## src/rtl/char_buffer_scheduler_if.sv

```systemverilog
// Write-port bundle between command_handler (requesters) and the
// character-buffer scheduler, including the registered char_buffer write side.
interface char_buffer_scheduler_if #(
  parameter int unsigned ADDR_BITS = 11
);
  logic                 a_valid;
  logic                 a_ready;
  logic [ADDR_BITS-1:0] a_addr;
  logic [7:0]           a_data;
  logic                 fill_valid;
  logic                 fill_ready;
  logic [ADDR_BITS-1:0] fill_start;
  logic [ADDR_BITS:0]   fill_len;
  logic [7:0]           fill_data;
  logic [ADDR_BITS-1:0] wr_addr;
  logic [7:0]           wr_data;
  logic                 wr_en;
  logic                 busy;
  logic                 fill_done;

  // Requester side: issues single writes and fill commands, observes the buffer port.
  modport master (
    output a_valid, a_addr, a_data, fill_valid, fill_start, fill_len, fill_data,
    input  a_ready, fill_ready, wr_addr, wr_data, wr_en, busy, fill_done
  );

  // Scheduler side.
  modport slave (
    input  a_valid, a_addr, a_data, fill_valid, fill_start, fill_len, fill_data,
    output a_ready, fill_ready, wr_addr, wr_data, wr_en, busy, fill_done
  );
endinterface

```

## src/rtl/char_buffer_scheduler.sv

```systemverilog
// char_buffer_scheduler: arbitrates the single char_buffer write port between
// single-character writes (A) and a block-fill engine (clear screen/line, scroll
// blanking). Writes appear on wr_* one cycle after their grant.
// Optional macro CHARBUF_ROUND_ROBIN_EN: round-robin A/fill arbitration during
// FILL; when undefined, A has strict priority over the fill engine.
module char_buffer_scheduler #(
  parameter int unsigned ROWS      = 25,
  parameter int unsigned COLS      = 80,
  parameter int unsigned ADDR_BITS = 11
) (
  input  logic                    clk,
  input  logic                    rstn,
  char_buffer_scheduler_if.slave  bus
);

  localparam int unsigned DEPTH = ROWS * COLS;
  localparam logic [ADDR_BITS:0]   DEPTH_C   = (ADDR_BITS+1)'(DEPTH);
  localparam logic [ADDR_BITS:0]   CNT_ONE   = (ADDR_BITS+1)'(1);
  localparam logic [ADDR_BITS-1:0] LAST_ADDR = ADDR_BITS'(DEPTH - 1);
  localparam logic [ADDR_BITS-1:0] ADDR_ONE  = ADDR_BITS'(1);

  typedef enum logic {S_IDLE, S_FILL} state_t;

  state_t               state, state_nx;
  logic [ADDR_BITS-1:0] ptr, ptr_nx;
  logic [ADDR_BITS:0]   cnt, cnt_nx;
  logic [7:0]           fch, fch_nx;

  logic                 a_grant;
  logic                 f_grant;
  logic                 done_nx;
  logic                 we_nx;
  logic                 a_ready_c;
  logic                 fill_ready_c;

  logic [ADDR_BITS-1:0] wr_addr_q;
  logic [7:0]           wr_data_q;
  logic                 wr_en_q;
  logic                 fill_done_q;

`ifdef CHARBUF_ROUND_ROBIN_EN
  typedef enum logic {G_A, G_FILL} grant_t;
  grant_t last_grant, last_grant_nx;
`endif

  // Next-state, handshake readies and grant selection.
  always_comb begin
    state_nx     = state;
    ptr_nx       = ptr;
    cnt_nx       = cnt;
    fch_nx       = fch;
    a_grant      = 1'b0;
    f_grant      = 1'b0;
    done_nx      = 1'b0;
    a_ready_c    = 1'b0;
    fill_ready_c = 1'b0;
`ifdef CHARBUF_ROUND_ROBIN_EN
    last_grant_nx = last_grant;
`endif
    case (state)
      S_IDLE: begin
        a_ready_c    = 1'b1;
        fill_ready_c = 1'b1;
        a_grant      = bus.a_valid;
        if (bus.fill_valid) begin
          ptr_nx = ({1'b0, bus.fill_start} >= DEPTH_C) ? '0 : bus.fill_start;
          cnt_nx = (bus.fill_len > DEPTH_C) ? DEPTH_C : bus.fill_len;
          fch_nx = bus.fill_data;
          if (cnt_nx == '0) done_nx  = 1'b1;
          else              state_nx = S_FILL;
        end
      end
      S_FILL: begin
`ifdef CHARBUF_ROUND_ROBIN_EN
        if (bus.a_valid && last_grant == G_FILL) begin
          a_ready_c     = 1'b1;
          a_grant       = 1'b1;
          last_grant_nx = G_A;
        end else begin
          f_grant       = 1'b1;
          last_grant_nx = G_FILL;
        end
`else
        a_ready_c = bus.a_valid;
        a_grant   = bus.a_valid;
        f_grant   = !bus.a_valid;
`endif
        if (f_grant) begin
          ptr_nx = (ptr == LAST_ADDR) ? '0 : ptr + ADDR_ONE;
          cnt_nx = cnt - CNT_ONE;
          if (cnt == CNT_ONE) begin
            state_nx = S_IDLE;
            done_nx  = 1'b1;
          end
        end
      end
      default: state_nx = S_IDLE;
    endcase
  end

  // A write to an out-of-range address completes its handshake but is dropped.
  assign we_nx = (a_grant && ({1'b0, bus.a_addr} < DEPTH_C)) || f_grant;

  // FSM and fill-engine registers.
  always_ff @(posedge clk or negedge rstn) begin
    if (!rstn) begin
      state <= S_IDLE;
      ptr   <= '0;
      cnt   <= '0;
      fch   <= '0;
    end else begin
      state <= state_nx;
      ptr   <= ptr_nx;
      cnt   <= cnt_nx;
      fch   <= fch_nx;
    end
  end

`ifdef CHARBUF_ROUND_ROBIN_EN
  // Remembers who won the last FILL-state arbitration.
  always_ff @(posedge clk or negedge rstn) begin
    if (!rstn) last_grant <= G_FILL;
    else       last_grant <= last_grant_nx;
  end
`endif

  // Registered char_buffer write port and completion pulse.
  always_ff @(posedge clk or negedge rstn) begin
    if (!rstn) begin
      wr_en_q     <= 1'b0;
      wr_addr_q   <= '0;
      wr_data_q   <= '0;
      fill_done_q <= 1'b0;
    end else begin
      wr_en_q     <= we_nx;
      fill_done_q <= done_nx;
      if (we_nx) begin
        wr_addr_q <= a_grant ? bus.a_addr : ptr;
        wr_data_q <= a_grant ? bus.a_data : fch;
      end
    end
  end

  assign bus.a_ready    = a_ready_c;
  assign bus.fill_ready = fill_ready_c;
  assign bus.wr_en      = wr_en_q;
  assign bus.wr_addr    = wr_addr_q;
  assign bus.wr_data    = wr_data_q;
  assign bus.fill_done  = fill_done_q;
  assign bus.busy       = (state == S_FILL);

endmodule

```

## src/flat_wrapper.sv

```systemverilog
// flat-port wrapper written by rule: the top's interface ports become plain ports
module char_buffer_scheduler_flat 
#(
  parameter int unsigned ROWS      = 25,
  parameter int unsigned COLS      = 80,
  parameter int unsigned ADDR_BITS = 11
)
  (clk, rstn, bus_a_valid, bus_a_addr, bus_a_data, bus_fill_valid, bus_fill_start, bus_fill_len, bus_fill_data, bus_a_ready, bus_fill_ready, bus_wr_addr, bus_wr_data, bus_wr_en, bus_busy, bus_fill_done);
  char_buffer_scheduler_if #(.ADDR_BITS(ADDR_BITS)) bus_i ();
  input  logic clk;
  input  logic rstn;
  input wire logic [$bits(bus_i.a_valid)-1:0] bus_a_valid;
  input wire logic [$bits(bus_i.a_addr)-1:0] bus_a_addr;
  input wire logic [$bits(bus_i.a_data)-1:0] bus_a_data;
  input wire logic [$bits(bus_i.fill_valid)-1:0] bus_fill_valid;
  input wire logic [$bits(bus_i.fill_start)-1:0] bus_fill_start;
  input wire logic [$bits(bus_i.fill_len)-1:0] bus_fill_len;
  input wire logic [$bits(bus_i.fill_data)-1:0] bus_fill_data;
  output wire logic [$bits(bus_i.a_ready)-1:0] bus_a_ready;
  output wire logic [$bits(bus_i.fill_ready)-1:0] bus_fill_ready;
  output wire logic [$bits(bus_i.wr_addr)-1:0] bus_wr_addr;
  output wire logic [$bits(bus_i.wr_data)-1:0] bus_wr_data;
  output wire logic [$bits(bus_i.wr_en)-1:0] bus_wr_en;
  output wire logic [$bits(bus_i.busy)-1:0] bus_busy;
  output wire logic [$bits(bus_i.fill_done)-1:0] bus_fill_done;
  assign bus_i.a_valid = bus_a_valid;
  assign bus_i.a_addr = bus_a_addr;
  assign bus_i.a_data = bus_a_data;
  assign bus_i.fill_valid = bus_fill_valid;
  assign bus_i.fill_start = bus_fill_start;
  assign bus_i.fill_len = bus_fill_len;
  assign bus_i.fill_data = bus_fill_data;
  assign bus_a_ready = bus_i.a_ready;
  assign bus_fill_ready = bus_i.fill_ready;
  assign bus_wr_addr = bus_i.wr_addr;
  assign bus_wr_data = bus_i.wr_data;
  assign bus_wr_en = bus_i.wr_en;
  assign bus_busy = bus_i.busy;
  assign bus_fill_done = bus_i.fill_done;
  char_buffer_scheduler #(.ROWS(ROWS), .COLS(COLS), .ADDR_BITS(ADDR_BITS)) u_core (.clk(clk), .rstn(rstn), .bus(bus_i));
endmodule
```

## config.mk

```make
export PLATFORM = sky130hd
export DESIGN_NAME = char_buffer_scheduler_flat
export DESIGN_NICKNAME = d
export VERILOG_FILES = /design/src/rtl/char_buffer_scheduler_if.sv /design/src/rtl/char_buffer_scheduler.sv /design/src/flat_wrapper.sv
export SDC_FILE = /design/constraint.sdc
export NUM_CORES = 1
export LEC_CHECK = 0
export BUFFER_PORTS_ARGS = -buffer_cell sky130_fd_sc_hd__buf_2
export CAP_MARGIN = 25
export CORE_ASPECT_RATIO = 0.7
export CORE_MARGIN = 1
export CORE_UTILIZATION = 45
export DETAILED_ROUTE_END_ITERATION = 16
export GPL_ROUTABILITY_DRIVEN = 1
export PLACE_DENSITY = 0.7
export SLEW_MARGIN = 20
export SYNTH_ARGS = -nofsm -noshare
export SYNTH_HDL_FRONTEND = slang
export SYNTH_SLANG_ARGS = --single-unit
```

## constraint.sdc

```tcl
create_clock -name clk -period 2.2 [get_ports clk]
set_input_delay 0.11 -clock clk [delete_from_list [all_inputs] [get_ports clk]]
set_output_delay 0.11 -clock clk [all_outputs]
set_load 0.03 [all_outputs]
```

==> run_results.csv, run 1 <==
group,metric,value,unit
worst_hold_path,hold_path_class,"in2reg",
placed_design,place_congestion,0.919,
floorplan,placement_rows,24,
critical_path,critical_path_depth,4,
critical_path,startpoint_type,"register",
critical_path,cp_cell_sequence,"or4_1, nor3_1, a21oi_1, o21ai_0",
power_and_ir_drop,power_per_cell_area,863,nW/um2
finish,drive_above_1_share,35.8,%
floorplan,floorplan.die_area,6970,um2
clocking,tritoncts,"built",
critical_path,setup.worst_path.class,"reg2reg",
run_status,run_status,"finished clean",
floorplan,die_w,99.4,um
floorplan,effective_utilization_at_floorplan,47.3,%
sta,timing_hold_violations_final,0,
synth,post_synth_most_frequent_cells,"sky130_fd_sc_hd__dfrtp_1, sky130_fd_sc_hd__nand2_1, sky130_fd_sc_hd__mux2_2",
drt,avgViaCountPerCell,5.79,
sta,tns,0,ns
finish,antenna_cells_inserted,0,
synth,synth_flop_cell,"sky130_fd_sc_hd__dfrtp_1",
sta,rsz0062_at_grt,"false",
drt,drt.antenna.violating_nets,0,
critical_path,path_buf_inv,0,
floorplan,die-height,70.1,um
flow_run,max-cap-violations,0,
finish,flow.area_growth_from_synthesis,23.9,%
sta,hold_ws,0.00875,ns
synth,synth_nets,362,
sta,timing.clock.skew,0.0127,ns
sta,fin_crit,1.87,ns
finish,finalNonFillerCells,475,
placed_design,numPlacedInstances,460,
critical_path,crit_slowest_cell,"sky130_fd_sc_hd__or4_1",
critical_path,worstPathMaxFanout,5,
power_and_ir_drop,vdd_ir_drop_max,0.458,mV
finish,final_core_util,58.7,%
synth,yosys.area.top_type_share,44.4,%
placed_design,dp.final_hpwl,6.21,mm
sta,setup-violations-final,0,
clocking,clock_sink_count,53,
synth,yosys_warnings,0,
placed_design,detailed_place.area,3510,um2
synth,netlist_instances,305,
clocking,cts.htree.levels,2,
drt,wl,8.23,mm
clocking,worst_setup_hold_path_clk_slew,0.10,ns
synth,synth-seq-area-share,44.4,%
sta,final-max-slew-violation-count,0,
drt,dr.pass1.iters,5,
synth,async_flop_share,100,%
synth,yosys.cell_count.top_type,"sky130_fd_sc_hd__dfrtp_1",
grt,overflow,0,
sta,tightest_slew,0.898,ns
clocking,clock_latency_late_sink,0.31,ns
grt,grt.total_usage,24.9,%
clocking,post-cts-setup-buffer-count,0,
synth,number_of_enable_flip_flop_cells_after_synthesis,0,
clocking,maximum_number_of_buffers_from_clock_root_to_sink,2,
critical_path,worst_path_dominant_cell_family,"simple AND/OR/NAND/NOR gates",
sta,max_slew_margin,40.1,%
drt,remaining_drc_errors,0,
grt,wire_length_of_the_first_global_routing_pass,13.6,mm
worst_hold_path,hold_path_depth,3,
sta,highest_clock_rate,0.535,GHz
finish,final_net_count,453,
critical_path,timing.critical_path.required,2.39,ns
clocking,ctsRootBufferMaster,"sky130_fd_sc_hd__clkbuf_8",
clocking,cts_buffers,5,
floorplan,floorplan.io_pins,78,
power_and_ir_drop,power_leakage,1.71,nW
critical_path,worst-endpoint-arrival,2.06,ns
synth,synth.lib_cells_used.distinct,49,
grt,antenna_found_initial,0,
drt,via_count,2748,
grt,grt_max_degree,39,
synth,synth_seq_cells,53,
placed_design,buffer_ports.inserted,77,
synth,synth_area,2990,um2
critical_path,reg2regPathDepth,4,
drt,post_drt_wl_per_cell,17.3,um
critical_path,worst_setup_path_end_kind,"register",
synth,synth.area.top_cells,"sky130_fd_sc_hd__dfrtp_1, sky130_fd_sc_hd__mux2_2, sky130_fd_sc_hd__nand2_1",
synth,postSynthAreaPerCell,9.79,um2
synth,yosys.area.top_type,"sky130_fd_sc_hd__dfrtp_1",
sta,min_period_over_period,85.0,%
drt,detail_route.iter0.violations,234,
finish,design_area,3700,um2
finish,filler_cell_count,566,
floorplan,core_area,6310,um2
grt,vias_in_the_first_global_route,2714,
critical_path,critical_path_s_largest_stage_delay,0.54,ns
==> sequential cells by signal, indices dropped and copies added (netlist names) <==
signal                flops
u_core.bus.busy           1
u_core.bus.wr_addr       11
u_core.bus.wr_data        8
u_core.fch                8
u_core.bus.fill_done      1
u_core.cnt               12
u_core.ptr               11
u_core.bus.wr_en          1
==> per-layer routing <==
layer | vias to the layer above | track usage, % | share of wire (%)
met3 | 8 | 5.61 | 7.4
met1 | 1325 | 36.6 | 48
met2 | 118 | 38.4 | 44
met4 | 0 | 3.59 | 0.51
met5 | - | 0 | 0
li1 | 1297 | - | -
==> placed cells by master (no fill, tap or decap), types with 2 or more instances in the layout <==
cell type	Yosys	final
sky130_fd_sc_hd__buf_2	8	77
sky130_fd_sc_hd__dfrtp_1	53	53
sky130_fd_sc_hd__nand2_1	47	47
sky130_fd_sc_hd__mux2_2	39	39
sky130_fd_sc_hd__o21ai_0	15	15
sky130_fd_sc_hd__buf_4	0	15
sky130_fd_sc_hd__nor2_1	13	13
sky130_fd_sc_hd__nand3_1	11	11
sky130_fd_sc_hd__nor3_1	10	10
sky130_fd_sc_hd__a21oi_1	9	9
sky130_fd_sc_hd__inv_1	8	8
sky130_fd_sc_hd__dlygate4sd3_1	0	7
sky130_fd_sc_hd__nand4_1	6	6
sky130_fd_sc_hd__a31oi_1	6	6
sky130_fd_sc_hd__o211ai_1	6	6
sky130_fd_sc_hd__nor4_1	5	5
sky130_fd_sc_hd__xnor2_1	5	5
sky130_fd_sc_hd__and3_1	5	5
sky130_fd_sc_hd__clkbuf_8	0	5
sky130_fd_sc_hd__a221o_1	4	4
sky130_fd_sc_hd__nand2b_1	3	3
sky130_fd_sc_hd__a211oi_1	3	3
sky130_fd_sc_hd__nor3b_1	3	3
sky130_fd_sc_hd__ha_1	3	3
sky130_fd_sc_hd__nor2b_1	2	2
sky130_fd_sc_hd__nor4b_1	2	2
sky130_fd_sc_hd__a21boi_0	2	2
sky130_fd_sc_hd__xor2_1	2	2
sky130_fd_sc_hd__mux2i_1	2	2
sky130_fd_sc_hd__and4_1	2	2
sky130_fd_sc_hd__or4_1	2	2
sky130_fd_sc_hd__a32oi_1	2	2
sky130_fd_sc_hd__o21ai_1	2	2
sky130_fd_sc_hd__a211o_1	2	2
==> layout make-up <==
type                            count  area [um2]  area share (%)
Tap cell                           78        97.6            2.64
Clock buffer                        5        68.8            1.86
Multi-Input combinational cell    227        1560            42.0
Sequential cell                    53        1330            35.8
Inverter                           10        37.5            1.01
Clock inverter                      3        46.3            1.25
Timing Repair Buffer               99         568            15.4
==> power by group <==
| part | internal [W] | switching (W) | leakage [nW] |
|---|---|---|---|
| clock network | 0.000341 | 0.000339 | 0.0543 |
| registers | 0.00121 | 0.000306 | 0.635 |
| logic | 0.000467 | 0.000532 | 1.02 |
==> worst min-delay path, delay by kind of cell <==
| kind | cells | cell delay (ns) |
|---|---|---|
| buffers and inverters | 1 | 0.08 |
| AND/OR/NAND/NOR | 2 | 0.10 |
==> path summary, 6_finish.rpt <==
| path | startpoint | to | slack [ns] |
|---|---|---|---|
| worst max-delay path | u_core.cnt[4] | u_core.cnt[7] | 0.33 |
| worst min-delay path | bus_fill_data[5] | u_core.fch[5] | 0.009 |
| worst max register to register | u_core.cnt[4] | u_core.cnt[7] | 0.33 |
| worst min register to register | u_core.fch[5] | u_core.fch[5] | 0.48 |
| max in group asynchronous | rstn | u_core.bus.wr_en | 1.06 |
| min in group asynchronous | rstn | u_core.cnt[4] | 0.46 |
==> cell families (layout without fill, tap and decap cells) <==
family	Yosys count	in the layout	share of synthesized area (%)
AND/OR/NAND/NOR	114	114	18.9
AO/OA/AOI/OAI	62	62	14.5
flip-flops	53	53	44.4
multiplexers	41	41	15.4
buffers and inverters	25	117	3.48
XOR/XNOR	7	7	2.05
adder cells (fa/ha/maj)	3	3	1.26
==> through the flow <==
| stage | power, W | setup slack (ns) |
|---|---|---|
| after detailed placement | 0.00250 | 0.392 |
| after global placement | 0.00246 | 0.425 |
| after global routing | 0.00338 | 0.248 |
| after CTS | 0.00320 | 0.366 |
| after floorplan | 0.00214 | 0.458 |
| final | 0.00319 | 0.329 |
==> what timing repair did <==
action	4_1_cts	5_1_grt
hold buffers	6	1
resized for setup	0	0
endpoints found under the hold margin	41	1
Power figures use the tool's default switching activity.
==> inputs of run 2 (changes only) <==
--- a/config.mk
+++ b/config.mk
@@ -12,7 +12,7 @@
 export CORE_UTILIZATION = 45
 export DETAILED_ROUTE_END_ITERATION = 16
 export GPL_ROUTABILITY_DRIVEN = 1
-export PLACE_DENSITY = 0.7
+export PLACE_DENSITY = 0.76
 export SLEW_MARGIN = 20
 export SYNTH_ARGS = -nofsm -noshare
 export SYNTH_HDL_FRONTEND = slang
==> run 2 against run 1 <==
Sequential power is essentially flat. Fmax grew 2.7%. Global-route usage shrank 0.86 points. Flip-flop and latch count is the same. Non-clock buffer count shrank 3. Setup slack gained 0.048 ns. Sequential share of layout area grew 0.26 points. Design area shrank 0.71%. Routed wire length shrank 4.2%. Critical endpoint is now u_core.ptr[7]. Power shrank 3.8%. Clock-buffer cell count grew 1. Highest routed layer unchanged.
==> run_results.csv, run 2 (same netlist as run 1, synthesis figures left out) <==
group,metric,value,unit
clocking,ctsRootBufferMaster,"sky130_fd_sc_hd__clkbuf_8",
grt,grt.total_usage,24.1,%
floorplan,effective_utilization_at_floorplan,47.3,%
critical_path,r2r_path_end,"u_core.ptr[7]",
sta,highest_clock_rate,0.549,GHz
sta,final-max-slew-violation-count,0,
floorplan,core_area,6310,um2
finish,final_net_count,450,
clocking,clock_latency_late_sink,0.31,ns
critical_path,timing.critical_path.required,2.40,ns
finish,layout.cells.most_common,"sky130_fd_sc_hd__buf_2",
critical_path,startpoint_type,"register",
clocking,tritoncts,"built",
sta,setup-violations-final,0,
sta,rsz0062_at_grt,"false",
worst_hold_path,worst_hold_startpoint,"bus_fill_data[2]",
grt,wire_length_of_the_first_global_routing_pass,13.1,mm
drt,via_count,2723,
drt,avgViaCountPerCell,5.77,
critical_path,setup.worst_path.class,"reg2reg",
placed_design,dp.final_hpwl,5.73,mm
sta,tightest_slew,0.676,ns
critical_path,worst-endpoint-arrival,2.02,ns
clocking,postCtsResizedCells,0,
grt,gr-max-usage-layer,"met2",
drt,remaining_drc_errors,0,
floorplan,die-height,70.1,um
finish,largest_register,"u_core.cnt",
clocking,cts.htree.levels,2,
sta,timing_hold_violations_final,0,
finish,drive_above_1_share,35.0,%
sta,max_slew_margin,54.9,%
floorplan,die_w,99.4,um
clocking,cts_buffers,5,
grt,vias_in_the_first_global_route,2698,
finish,final_core_util,58.3,%
critical_path,reg2regPathDepth,4,
drt,post_drt_wl_per_cell,16.7,um
placed_design,place_congestion,0.916,
finish,final_cell_mix,"sky130_fd_sc_hd__buf_2, sky130_fd_sc_hd__dfrtp_1, sky130_fd_sc_hd__nand2_1",
placed_design,buffer_ports.inserted,77,
power_and_ir_drop,power_leakage,1.70,nW
power_and_ir_drop,power_per_cell_area,836,nW/um2
sta,fin_crit,1.82,ns
clocking,maximum_number_of_buffers_from_clock_root_to_sink,2,
clocking,post-cts-setup-buffer-count,0,
critical_path,worst_setup_path_end_kind,"register",
critical_path,rr_startpoint,"u_core.ptr[4]",
worst_hold_path,min_to,"u_core.fch[2]",
sta,tns,0,ns
grt,antenna_found_initial,0,
sta,min_period_over_period,82.8,%
run_status,run_status,"finished clean",
drt,wl,7.89,mm
floorplan,floorplan.io_pins,78,
critical_path,worstPathMaxFanout,11,
floorplan,floorplan.die_area,6970,um2
worst_hold_path,hold_path_class,"in2reg",
finish,largest_reg_flops,12,
grt,use_met2,37.5,%
grt,grt.met3_usage,4.20,%
power_and_ir_drop,vdd_ir_drop_max,0.436,mV
flow_run,max-cap-violations,0,
floorplan,placement_rows,24,
finish,antenna_cells_inserted,0,
grt,grtUsageMet1,34.8,%
finish,flow.area_growth_from_synthesis,23.1,%
clocking,clock_sink_count,53,
drt,drt.antenna.violating_nets,0,
critical_path,setup.reg_to_reg.worst_slack,0.38,ns
worst_hold_path,hold_path_depth,3,
grt,grt_max_degree,54,
drt,dr.pass1.iters,4,
sta,timing.clock.skew,0.0105,ns
clocking,worst_setup_hold_path_clk_slew,0.10,ns
grt,overflow,0,
drt,detail_route.iter0.violations,351,
-- run 2: final cells by class --
cell class                      instances  area, um2
Multi-Input combinational cell        227       1560
Timing Repair Buffer                   96        561
Fill cell                             557       2630
Sequential cell                        53       1330
Tap cell                               78       97.6
Clock inverter                          2       13.8
Inverter                               10       37.5
Clock buffer                            6       82.6
-- run 2: worst max path at each step --
stage | depth (start not counted) | start | slack, ns | to
after detailed placement | 4 | u_core.ptr[4] | 0.42 | u_core.ptr[7]
after floorplan | 5 | u_core.bus.busy | 0.46 | u_core.bus.busy
after global placement | 4 | u_core.ptr[4] | 0.46 | u_core.ptr[7]
after global routing | 5 | u_core.ptr[0] | 0.29 | u_core.ptr[7]
after CTS | 4 | u_core.ptr[4] | 0.40 | u_core.ptr[7]
final | 4 | u_core.ptr[4] | 0.38 | u_core.ptr[7]
-- run 2: layer usage --
metal | vias up | routed length, um
met1 | 1281 | 3760
li1 | 1298 | -
met3 | 15 | 619
met4 | 0 | 110
met5 | - | 0
met2 | 129 | 3400
-- run 2: timing repair --
item,CTS,global route
endpoints found under the setup margin,0,0
endpoints found under the hold margin,59,1
hold buffers,7,1
-- run 2: power breakdown --
group | total, W | switching [W] | internal (W)
Sequential | 0.00151 | 0.000301 | 0.00121
Clock | 0.000588 | 0.000332 | 0.000256
Combinational | 0.000976 | 0.000509 | 0.000466
Total | 0.00307 | 0.00114 | 0.00193
-- run 2: stage by stage --
step / setup WS (ns) / area, um2 / total power, W / hold WS (ns) / instances
after global placement: 0.462 / 3500 / 0.00244 / 0.284 / 456
after floorplan: 0.458 / 2990 / 0.00214 / -0.186 / 305
after detailed placement: 0.422 / 3500 / 0.00247 / 0.287 / 456
final: 0.378 / 3670 / 0.00307 / 0.0119 / 472
after CTS: 0.405 / 3660 / 0.00307 / 0.00153 / 471
after global routing: 0.290 / 3670 / 0.00327 / 0.0204 / 472
-- run 2: worst max-delay path, stage by stage, from the launching register on --
cell                      delay, ns
sky130_fd_sc_hd__dfrtp_1       0.49
sky130_fd_sc_hd__or3b_4        0.43
sky130_fd_sc_hd__o31ai_4       0.36
sky130_fd_sc_hd__o21ai_1       0.12
sky130_fd_sc_hd__a211o_1       0.30
==> inputs of run 3 (changes only) <==
--- a/config.mk
+++ b/config.mk
@@ -5,6 +5,7 @@
 export SDC_FILE = /design/constraint.sdc
 export NUM_CORES = 1
 export LEC_CHECK = 0
+export ABC_AREA = 1
 export BUFFER_PORTS_ARGS = -buffer_cell sky130_fd_sc_hd__buf_2
 export CAP_MARGIN = 25
 export CORE_ASPECT_RATIO = 0.7
@@ -12,7 +13,7 @@
 export CORE_UTILIZATION = 45
 export DETAILED_ROUTE_END_ITERATION = 16
 export GPL_ROUTABILITY_DRIVEN = 1
-export PLACE_DENSITY = 0.76
+export PLACE_DENSITY = 0.75
 export SLEW_MARGIN = 20
 export SYNTH_ARGS = -nofsm -noshare
 export SYNTH_HDL_FRONTEND = slang
==> constraint.sdc (replaced) <==
create_clock -name clk -period 1.9 [get_ports clk]
set_input_delay 0.095 -clock clk [delete_from_list [all_inputs] [get_ports clk]]
set_output_delay 0.095 -clock clk [all_outputs]
set_load 0.03 [all_outputs]
==> run 3 against run 2 <==
Via count grew 18%. Clock-buffer cell count shrank 1. Fmax grew 8.3%. Non-clock buffer count shrank 6. Sequential power grew 22%. Synthesized cell count grew 47%.
==> run_results.csv, run 3 <==
group,metric,value,unit
floorplan,core_area,6430,um2
sta,highest_clock_rate,0.594,GHz
critical_path,worst_setup_path_end_kind,"register",
synth,synth_area,3100,um2
worst_hold_path,hold_path_class,"in2reg",
synth,yosys.area.top_type_share,42.8,%
run_status,run_status,"finished clean",
synth,synth-seq-area-share,42.8,%
drt,post_drt_wl_per_cell,13.2,um
clocking,worst_setup_hold_path_clk_slew,0.10,ns
clocking,ctsRootBufferMaster,"sky130_fd_sc_hd__clkbuf_8",
finish,final_cell_mix,"sky130_fd_sc_hd__nand2_1, sky130_fd_sc_hd__nor2_1, sky130_fd_sc_hd__buf_2",
grt,vias_in_the_first_global_route,2929,
drt,avgViaCountPerCell,5.20,
critical_path,setup.worst_path.class,"reg2reg",
grt,grt_max_degree,40,
floorplan,floorplan.io_pins,78,
finish,largest_reg_flops,12,
placed_design,dp.final_hpwl,6.19,mm
sta,final-max-slew-violation-count,0,
floorplan,floorplan.die_area,7220,um2
critical_path,timing.critical_path.from,"u_core.ptr[0]",
synth,synth.area.top_cells,"sky130_fd_sc_hd__dfrtp_1, sky130_fd_sc_hd__nand2_1, sky130_fd_sc_hd__nor2_1",
sta,timing_hold_violations_final,0,
sta,fin_crit,1.68,ns
synth,number_of_enable_flip_flop_cells_after_synthesis,0,
synth,synth_flop_cell,"sky130_fd_sc_hd__dfrtp_1",
floorplan,effective_utilization_at_floorplan,48.2,%
sta,timing.clock.skew,0.00499,ns
sta,tightest_slew,0.493,ns
clocking,clock_latency_late_sink,0.31,ns
sta,tns,0,ns
critical_path,startpoint_type,"register",
critical_path,rr_startpoint,"u_core.ptr[0]",
synth,yosys.cell_count.top_type,"sky130_fd_sc_hd__nand2_1",
synth,post_synth_most_frequent_cells,"sky130_fd_sc_hd__nand2_1, sky130_fd_sc_hd__nor2_1, sky130_fd_sc_hd__dfrtp_1",
critical_path,timing.critical_path.required,2.11,ns
grt,wire_length_of_the_first_global_routing_pass,14.0,mm
grt,antenna_found_initial,0,
worst_hold_path,worst_hold_startpoint,"bus_fill_data[3]",
critical_path,worstPathMaxFanout,7,
clocking,cts_buffers,5,
sta,max_slew_margin,67.1,%
power_and_ir_drop,vdd_ir_drop_max,0.628,mV
finish,filler_cell_count,673,
synth,netlist_instances,447,
grt,grt.total_usage,24.5,%
synth,synth_seq_cells,53,
synth,yosys.area.top_type,"sky130_fd_sc_hd__dfrtp_1",
synth,yosys_warnings,0,
finish,antenna_cells_inserted,0,
finish,final_net_count,584,
drt,remaining_drc_errors,0,
synth,async_flop_share,100,%
power_and_ir_drop,power_leakage,1.93,nW
drt,wl,8.19,mm
finish,flow.area_growth_from_synthesis,21.7,%
drt,via_count,3219,
synth,synth_nets,504,
clocking,cts_hold_buf,7,
grt,overflow,0,
clocking,postCtsResizedCells,0,
clocking,cts.htree.levels,2,
sta,rsz0062_at_grt,"false",
finish,largest_register,"u_core.cnt",
clocking,tritoncts,"built",
sta,min_period_over_period,88.6,%
flow_run,max-cap-violations,0,
clocking,maximum_number_of_buffers_from_clock_root_to_sink,2,
placed_design,place_congestion,0.969,
placed_design,buffer_ports.inserted,77,
finish,drive_above_1_share,18.2,%
synth,postSynthAreaPerCell,6.93,um2
sta,setup-violations-final,0,
synth,synth.lib_cells_used.distinct,28,
power_and_ir_drop,power.total,0.00470,W
floorplan,placement_rows,24,
drt,detail_route.iter0.violations,196,
floorplan,die-height,71.4,um
critical_path,worst-endpoint-arrival,1.89,ns
floorplan,die_w,101,um
drt,drt.antenna.violating_nets,0,
clocking,post-cts-setup-buffer-count,0,
clocking,clock_sink_count,53,
power_and_ir_drop,power_per_cell_area,1250,nW/um2
finish,layout.cells.most_common,"sky130_fd_sc_hd__nand2_1",
drt,dr.pass1.iters,4,
## run 3: layer usage
metal	vias to the layer above	part of all wire (%)	track usage, %
met1	1502	48	36.6
met4	0	0.61	5.15
met3	6	6.6	4.98
met5	-	0	0
li1	1602	-	-
met2	109	44	36.6
## run 3: critical path: stages, from the launching register on
cell and delay (ns):
sky130_fd_sc_hd__dfrtp_1 0.44, sky130_fd_sc_hd__ha_1 0.20, sky130_fd_sc_hd__nand2_1 0.09, sky130_fd_sc_hd__nor2_1 0.22
sky130_fd_sc_hd__nand3_1 0.15, sky130_fd_sc_hd__nand2_1 0.21, sky130_fd_sc_hd__inv_1 0.12, sky130_fd_sc_hd__nand2_1 0.08
sky130_fd_sc_hd__a21oi_1 0.06
## run 3: path summary, 6_finish.rpt
kind / end / slack, ns / cells after the start
worst max-delay path: u_core.ptr[0] / 0.22 / 8
worst min-delay path: u_core.fch[3] / 0.02 / 3
worst max register to register: u_core.ptr[0] / 0.22 / 8
worst min register to register: u_core.bus.wr_data[6] / 0.53 / 2
max in group asynchronous: u_core.fch[7] / 1.07 / 3
min in group asynchronous: u_core.ptr[3] / 0.27 / 2
## run 3: report_power, final
group,internal [W],switching [W]
Clock,0.000524,0.000385
Sequential,0.00152,0.000318
Combinational,0.000667,0.00129
Total,0.00271,0.00200
## run 3: cells by family (layout without fill, tap and decap cells)
family / count (synthesis) / in the layout / share of synthesized area [%]
compound gates: 83 / 83 / 13.7
xor+xnor: 4 / 4 / 1.13
fa+ha+maj: 3 / 3 / 1.21
buf+inv: 67 / 148 / 8.89
flops: 53 / 53 / 42.8
mux: 3 / 3 / 0.970
simple gates: 234 / 234 / 31.2
## run 3: final cells by class
cell class / count / area, um2 / area share (%)
clock buffers: 5 / 68.8 / 1.83
clock inverters: 3 / 65.1 / 1.73
inverters: 50 / 188 / 4.98
multi-input cells: 327 / 1500 / 39.7
flip-flops and latches: 53 / 1330 / 35.2
well taps: 91 / 114 / 3.02
repair buffers: 90 / 513 / 13.6
## run 3: per-stage QoR
step / instance area (um2) / hold WS (ns) / std cells / utilization [%] / worst slack, ns
after floorplan: 3100 / -0.201 / 447 / - / 0.303
final: 3770 / 0.0154 / 619 / 58.7 / 0.217
after CTS: 3770 / 0.0115 / 619 / 58.7 / 0.260
after global placement: 3570 / 0.0943 / 604 / 55.5 / 0.312
after global routing: 3770 / 0.0404 / 619 / 58.7 / 0.0811
after detailed placement: 3570 / 0.0870 / 604 / 55.5 / 0.275
